`config.mk`:
```
export PLATFORM = sky130hd
export DESIGN_NAME = note_tone_gen
export DESIGN_NICKNAME = d
export VERILOG_FILES = /design/src/rtl/note_tone_gen.sv
export SDC_FILE = /design/constraint.sdc
export NUM_CORES = 1
export LEC_CHECK = 0
export BUFFER_PORTS_ARGS = -buffer_cell sky130_fd_sc_hd__buf_2
export CORE_MARGIN = 2
export CORE_UTILIZATION = 30
export DETAILED_ROUTE_END_ITERATION = 8
export GPL_TIMING_DRIVEN = 0
export PLACE_DENSITY_LB_ADDON = 0.15
export SLEW_MARGIN = 20
export SYNTH_ARGS = -nofsm -noshare
export SYNTH_HDL_FRONTEND = slang
export SYNTH_SLANG_ARGS = --single-unit
export TNS_END_PERCENT = 5
```
`constraint.sdc`:
```
create_clock -name clk -period 3.6 [get_ports clk]
set_input_delay 0 -clock clk [delete_from_list [all_inputs] [get_ports clk]]
set_output_delay 0 -clock clk [all_outputs]
set_load 0.03 [all_outputs]
```
`src/rtl/note_tone_gen.sv`:
```
// note_tone_gen: enveloped square-wave sample generator with a valid/ready output.
// With NOTE_TONE_ENVELOPE_EN defined, amplitude ramps through ATTACK/SUSTAIN/RELEASE.
// Otherwise, note-on or note-off switches amplitude straight between 0 and PEAK at a tick.
module note_tone_gen #(
    parameter int SAMPLE_DIV = 1042,
    parameter int AMP_W = 16,
    parameter logic [AMP_W-1:0] PEAK = 16'h3FFF,
    parameter logic [AMP_W-1:0] STEP = 16'h0100
) (
    input  logic             clk,
    input  logic             reset,
    input  logic [31:0]      freq,
    input  logic             sample_ready,
    output logic             sample_valid,
    output logic [AMP_W-1:0] sample,
    output logic             active,
    output logic             overrun
);
    localparam int DW = (SAMPLE_DIV > 1) ? $clog2(SAMPLE_DIV) : 1;
`ifdef NOTE_TONE_ENVELOPE_EN
    typedef enum logic [1:0] {IDLE, ATTACK, SUSTAIN, RELEASE} state_t;
`else
    typedef enum logic [1:0] {IDLE, SUSTAIN} state_t;
`endif
    state_t state, state_nxt;
    logic [DW-1:0] div_cnt;
    logic tick, hp_wrap, in_release, polarity;
    logic [31:0] hp_cnt, freq_q;
    logic [AMP_W-1:0] amp, amp_nxt;
    assign tick = div_cnt == DW'(SAMPLE_DIV - 1);
    assign hp_wrap = hp_cnt == freq_q - 32'd1;
    assign active = state != IDLE;
    // sample-rate divider producing one tick per SAMPLE_DIV cycles
    always_ff @(posedge clk) begin
        if (reset) div_cnt <= '0;
        else div_cnt <= tick ? '0 : div_cnt + 1'b1;
    end
    // half-period oscillator; a new pitch is adopted only at a polarity flip
    always_ff @(posedge clk) begin
        if (reset) begin
            hp_cnt <= '0;
            polarity <= 1'b0;
            freq_q <= '0;
        end else if (freq_q == '0) begin
            hp_cnt <= '0;
            freq_q <= freq;
        end else if (hp_wrap) begin
            hp_cnt <= '0;
            polarity <= ~polarity;
            freq_q <= (in_release && freq == '0) ? freq_q : freq;
        end else begin
            hp_cnt <= hp_cnt + 32'd1;
        end
    end
`ifdef NOTE_TONE_ENVELOPE_EN
    logic [AMP_W:0] amp_up, amp_dn;
    assign amp_up = {1'b0, amp} + {1'b0, STEP};
    assign amp_dn = {1'b0, amp} - {1'b0, STEP};
    // envelope next state and saturating amplitude ramp (ramp moves only on tick)
    always_comb begin
        state_nxt = state;
        amp_nxt = amp;
        in_release = 1'b0;
        case (state)
            IDLE: begin
                amp_nxt = '0;
                state_nxt = (freq != '0) ? ATTACK : IDLE;
            end
            ATTACK: begin
                amp_nxt = tick ? ((amp_up > {1'b0, PEAK}) ? PEAK : amp_up[AMP_W-1:0]) : amp;
                state_nxt = (freq == '0) ? RELEASE : (amp == PEAK) ? SUSTAIN : ATTACK;
            end
            SUSTAIN: begin
                amp_nxt = PEAK;
                state_nxt = (freq == '0) ? RELEASE : SUSTAIN;
            end
            RELEASE: begin
                in_release = 1'b1;
                amp_nxt = tick ? (amp_dn[AMP_W] ? '0 : amp_dn[AMP_W-1:0]) : amp;
                state_nxt = (freq != '0) ? ATTACK : (amp == '0) ? IDLE : RELEASE;
            end
        endcase
    end
`else
    // gate amplitude between 0 and PEAK at each tick
    always_comb begin
        in_release = 1'b0;
        amp_nxt = tick ? ((freq != '0) ? PEAK : '0) : amp;
        state_nxt = tick ? ((freq != '0) ? SUSTAIN : IDLE) : state;
    end
`endif
    // envelope state and amplitude registers
    always_ff @(posedge clk) begin
        if (reset) begin
            state <= IDLE;
            amp <= '0;
        end else begin
            state <= state_nxt;
            amp <= amp_nxt;
        end
    end
    // output sample register, valid/ready handshake and sticky overrun flag
    always_ff @(posedge clk) begin
        if (reset) begin
            sample <= '0;
            sample_valid <= 1'b0;
            overrun <= 1'b0;
        end else begin
            if (tick) begin
                sample <= polarity ? -amp_nxt : amp_nxt;
                sample_valid <= 1'b1;
            end else if (sample_ready) begin
                sample_valid <= 1'b0;
            end
            if (tick && sample_valid && !sample_ready) overrun <= 1'b1;
        end
    end
endmodule
```
[Yosys cells after proc, flatten, opt, wreduce, memory -nomap -nowiden]
Cells that the tools add are included.
Storage, ports and cells
  bits in registers: 112
  bits in latches: 0
  bits in writable memories: 0
  bits in read-only memories: 0
  bits of input ports: 35
  output and inout port bits: 19
  word-level logic and storage cells: 36
  memories: 0
Operators by class
  $add $sub $neg: 4
  multiply operators: 0
  divide/modulo/power cells: 0
  $lt $le $gt $ge: 0
  equality and inequality tests: 2
  shifts and indexed selects: 0
  muxes and demuxes: 8
  bitwise operators: 2
  reduce and logical (&&, ||, !) cells: 11
Operators by type and width (count)
  $mux 32: 2
  $add 32x1->32 const B: 1
  $eq 32x32->1: 1
  $logic_not 32->1: 1
  $mux 16: 2
  $reduce_bool 32->1: 1
  $sub 32x1->32 const B: 1
  $neg 16->16: 1
  $mux 14: 1
  $add 11x1->11 const B: 1
  $eq 11x11->1 const B: 1
  $reduce_bool 2->1: 3
  $mux 1: 3
  $reduce_or 3->1: 1
  $logic_and 1x1->1: 2
  $not 1->1: 2
  $reduce_and 2->1: 1
  $reduce_or 2->1: 1
  $logic_not 1->1: 1

[Depth between registers and ports, before layout]
  depth in word-level cells: 5
  depth in mapped cells: 13
  depth with buffers taken out: 11

[Worst setup path before layout]
Ideal clock, no wire load.
  path kind: reg2reg
  from: register freq_q[0]
  to: register freq_q[19]
  library setup time: 0.138 ns
  data arrival time: 2.619 ns
  required time: 3.462 ns
  slack: 0.844 ns
  stages on the path, launching flop included: 13
  clock period less this slack: 2.756 ns
  cells stage by stage: dfxtp_1 > inv_1 > ha_1 > nor3b_2 > nand4_2 > nor3_1 > o21ai_1 > a311oi_2 > nand4_1 > buf_2 > buf_2 > nand3_1 > a21oi_2
Between the ends
  longest elaborated chain between the ends: 3
  elaborated cells between the ends (all ways): 5
  those cells by class: 1 x add/sub; 1 x eq/ne; 1 x mux; 2 x reduce/logical
Ends and longest elaborated chain
  start: declaration: RTL line 28  | logic [31:0] hp_cnt, freq_q;
  start signal: assignment: RTL line 46  | freq_q <= freq;
  start signal: assignment: RTL line 50  | freq_q <= (in_release && freq == '0) ? freq_q : freq;
  $sub 32x1->32: RTL line 31  | assign hp_wrap = hp_cnt == freq_q - 32'd1;
  $eq 32x32->1: RTL line 31
  $reduce_bool 2->1 (no line)
Parallel ways exist; a longest one is shown, timed or not.
A chain may end at the register's enable or synchronous reset.

[Final worst setup path]
  from: register freq_q[0]
  to: register hp_cnt[27]
Between the ends
  longest elaborated chain between the ends: 3
  elaborated cells between the ends (all ways): 4
  those cells by class: 1 x add/sub; 1 x eq/ne; 2 x reduce/logical
Ends and longest elaborated chain
  $sub 32x1->32: RTL line 31
  $eq 32x32->1: RTL line 31
  $reduce_or 3->1 (no line) *
  end signal: assignment: RTL line 52  | hp_cnt <= hp_cnt + 32'd1;
  end: declaration: RTL line 28
Mark *: on every way between the ends. The rest lies on a longest branch, timed or not.

==> impl_results.md <==
- # DRC: 0
- Setup ws final: 0.3200 ns
- WL final: 13670 µm
- Starting Density: 0.3028
- Worst-margin pin slew: 1.017 ns
- Pre-CTS setup slack: 0.1451 ns
- CTS tree: done
- Area grow syn2layout: 24.18%
- LEAKAGE: 2.310 nW
- Nets: 734
- Reg2Reg Depth: 12
- Skew final: 0.003971 ns
- Syn_area_per_cell: 8.336 µm²
- Max incr delay on CP: 0.48 ns
- Sequential fraction of the synthesis area: 0.3908
- EDFF count, synth: 0
- Synth Instances: 596
- Post-synthesis cell area: 0.004969 mm²
- Ys async rst share: 0
- Worst Path Required: 3.85 ns
- Root buffer cell: clkbuf_16
- Netlist cell types: 54
- Slew Viols, Final: 0
- Synthesized Nets: 636
- Worst-path fanout max: 10
- Die H: 132.7 µm
- Power Dens Cells: 889.3 mW/mm²
- Worst path slowest cell: dfxtp_1
- GRT overflow: 0
- Rel. slew slack: 0.3159
- Clock Pin Slew Worst Setup and Hold Paths: 0.07 ns
- Worst hold path class: primary input to register
- Gp weighted congestion: 0.8618
- Initial antenna violation count: 0
- Maximum vdd ir drop: 0.4509 mV
- Clock Latency Late Sink: 0.36 ns
- Port bufs: 53
- Status: finished, final reports clean
- Worst hold start: freq[31]
- Final hold violations: 0
- Worst setup EP type: register
- Num CTS Buffers: 9
- # rows: 47
- Max-cap violations: 0
- CP startpoint kind: register
- Hpwl dp: 10610 µm
- Final Cycle Share: 0.9111
- Cell chain of the critical path: inv_1, ha_1, o21ba_2, a221oi_1, a31oi_1, a2111oi_0, nand4_1, a311oi_2, nand4_1, nand3_1, buf_2, nor2_1
- Finished Layout Cells: 919
- ANT cells: 0
- Hold path cells: 3
- Worst R2R Setup Slack: 0.32 ns
- Arrival time worst endpoint: 3.53 ns
- Hold slack: 0.4288 ns
- Critical path type: register to register
- Vias/cell: 4.930
- YS warnings: 0
- Drt pass-1 iters: 4
- Final min period: 3.280 ns
- DR vias: 4531
- Layout cells sized above 1: 0.1502
- Die area: 0.01761 mm²
- Setup Buffers After CTS: 0
- RR Startpoint: freq_q[0]
- Grt peak-use layer: met2
- Post-layout util: 0.3760
- #FFs+latches synth: 97
- CTS max path bufs: 2
- RSZ-0062 raised after global routing: no
- Routed len/inst: 14.88 µm
- Met1 GRT Util: 0.2156
- Setup TNS: 0 ns
- Clk sink count: 97
- Vias in the first global route: 4443
- GRT met3 Usage: 0.03218
- Initial DRC Count: 183
- # IOs: 54
- Hold path endpoint: freq_q[31]
- Largest net degree at the start of global routing: 21
- Post-Place Cells: 869
- Most used cell, CP: nand4_1
- Prevailing post-synth register cell: dfxtp_1
- Setup Viol. Count Final: 0
- Die W: 132.7 µm
- First-pass GRT wire length: 22710 µm
- All-layer global routing usage: 0.1616
- H-tree levels: 3
- M2 GR Usage: 0.2602
- Core Area: 0.01641 mm²
- Max Fclk: 0.3049 GHz
- Final antenna-violating net count: 0
- RR Endpoint: hp_cnt[27]
## power by group
| group | internal (mW) | switching (mW) | leakage, nW |
|---|---|---|---|
| clock network | 0.499 | 0.490 | 0.151 |
| registers | 1.22 | 0.233 | 0.785 |
| logic | 1.22 | 1.82 | 1.37 |
| total | 2.94 | 2.55 | 2.31 |
## cells in the final DEF, fill, tap and decap left out, drive strengths merged, types with 4 or more instances in the layout
| master | Yosys | routed |
|---|---|---|
| a21oi | 39 | 39 |
| a221oi | 4 | 4 |
| a32o | 6 | 6 |
| and3 | 6 | 6 |
| buf | 16 | 69 |
| clkbuf | 13 | 22 |
| clkinv | 1 | 4 |
| dfxtp | 97 | 97 |
| dlygate4sd3 | 0 | 34 |
| ha | 5 | 5 |
| inv | 14 | 18 |
| nand2 | 35 | 35 |
| nand3 | 52 | 52 |
| nand4 | 14 | 14 |
| nor2 | 85 | 85 |
| nor2b | 4 | 4 |
| nor3 | 19 | 19 |
| nor4 | 19 | 19 |
| o21a | 14 | 14 |
| o21ai | 34 | 34 |
| or3 | 7 | 7 |
| xnor2 | 42 | 42 |
| xor2 | 40 | 40 |
## routing by layer
metal  part of all wire  vias to the layer above
met1               0.50                     2153
met2               0.45                       72
li1                   -                     2292
met3              0.035                       14
met5                  0                        -
met4              0.020                        0
## kinds of logic (layout without fill, tap and decap cells)
kind of cell,count (synthesis),count (layout),share of synthesized area
compound gates,111,111,0.1448
mux,3,3,0.006044
xor+xnor,82,82,0.1445
buf+inv,44,147,0.03853
simple gates,254,254,0.2627
fa+ha+maj,5,5,0.01259
flops,97,97,0.3908
## stage by stage
step	cell area (µm²)	power (mW)
6_report	6170	5.487
5_1_grt	6170	5.934
4_1_cts	6158	5.487
3_5_place_dp	5509	4.455
3_3_place_gp	5509	4.370
2_1_floorplan	4969	3.734
## Yosys cell counts (11+ instances only)
cell / number / area [µm²]
a21oi_1: 30 / 150.1
clkbuf_1: 13 / 48.80
dfxtp_1: 97 / 1942
inv_1: 14 / 52.55
nand2_1: 35 / 131.4
nand3_1: 50 / 250.2
nand4_1: 13 / 81.33
nor2_1: 85 / 319.1
nor3_1: 17 / 85.08
nor4_1: 15 / 93.84
o21a_1: 14 / 105.1
o21ai_0: 23 / 115.1
o21ai_1: 11 / 55.05
xnor2_1: 42 / 367.9
xor2_1: 40 / 350.3
## registers in the layout, summed over array words and instances (netlist names)
signal,cells
freq_q,32
overrun,1
sample_valid,1
polarity,1
div_cnt,11
amp,2
hp_cnt,32
state,1
sample,16
## what timing repair did
action,in CTS,in global routing
setup endpoints to repair,0,61
hold endpoints to repair,36,0
gates resized for setup,0,2
hold buffers,34,0
## cell type report
cell class / count / area, µm²
fillers: 1658 / 10240
multi-input cells: 455 / 2846
flip-flops and latches: 97 / 1942
repair buffers: 87 / 605.6
well taps: 220 / 275.3
clock buffers: 9 / 225.2
plain buffers: 29 / 135.1
clock inverters: 7 / 83.83
inverters: 15 / 56.30
## worst max path at each step
stage                         start          to  slack (ns)
after floorplan           freq_q[0]  freq_q[19]        0.84
final                     freq_q[0]  hp_cnt[27]        0.32
after global routing      freq_q[0]  hp_cnt[29]       0.007
after detailed placement  freq_q[0]  hp_cnt[24]        0.15
after global placement    freq_q[0]  hp_cnt[30]        0.22
after CTS                 freq_q[0]  hp_cnt[27]        0.11
## critical path, delay by kind of cell (launching register included)
family	cells	cell delay, ns
adders and majority gates	1	0.26
DFF	1	0.48
and+or+nand+nor	4	0.77
AOI/OAI and AO/OA	5	1.26
buffers and inverters	2	0.38
Note: power is estimated with default switching activity, not from simulation.
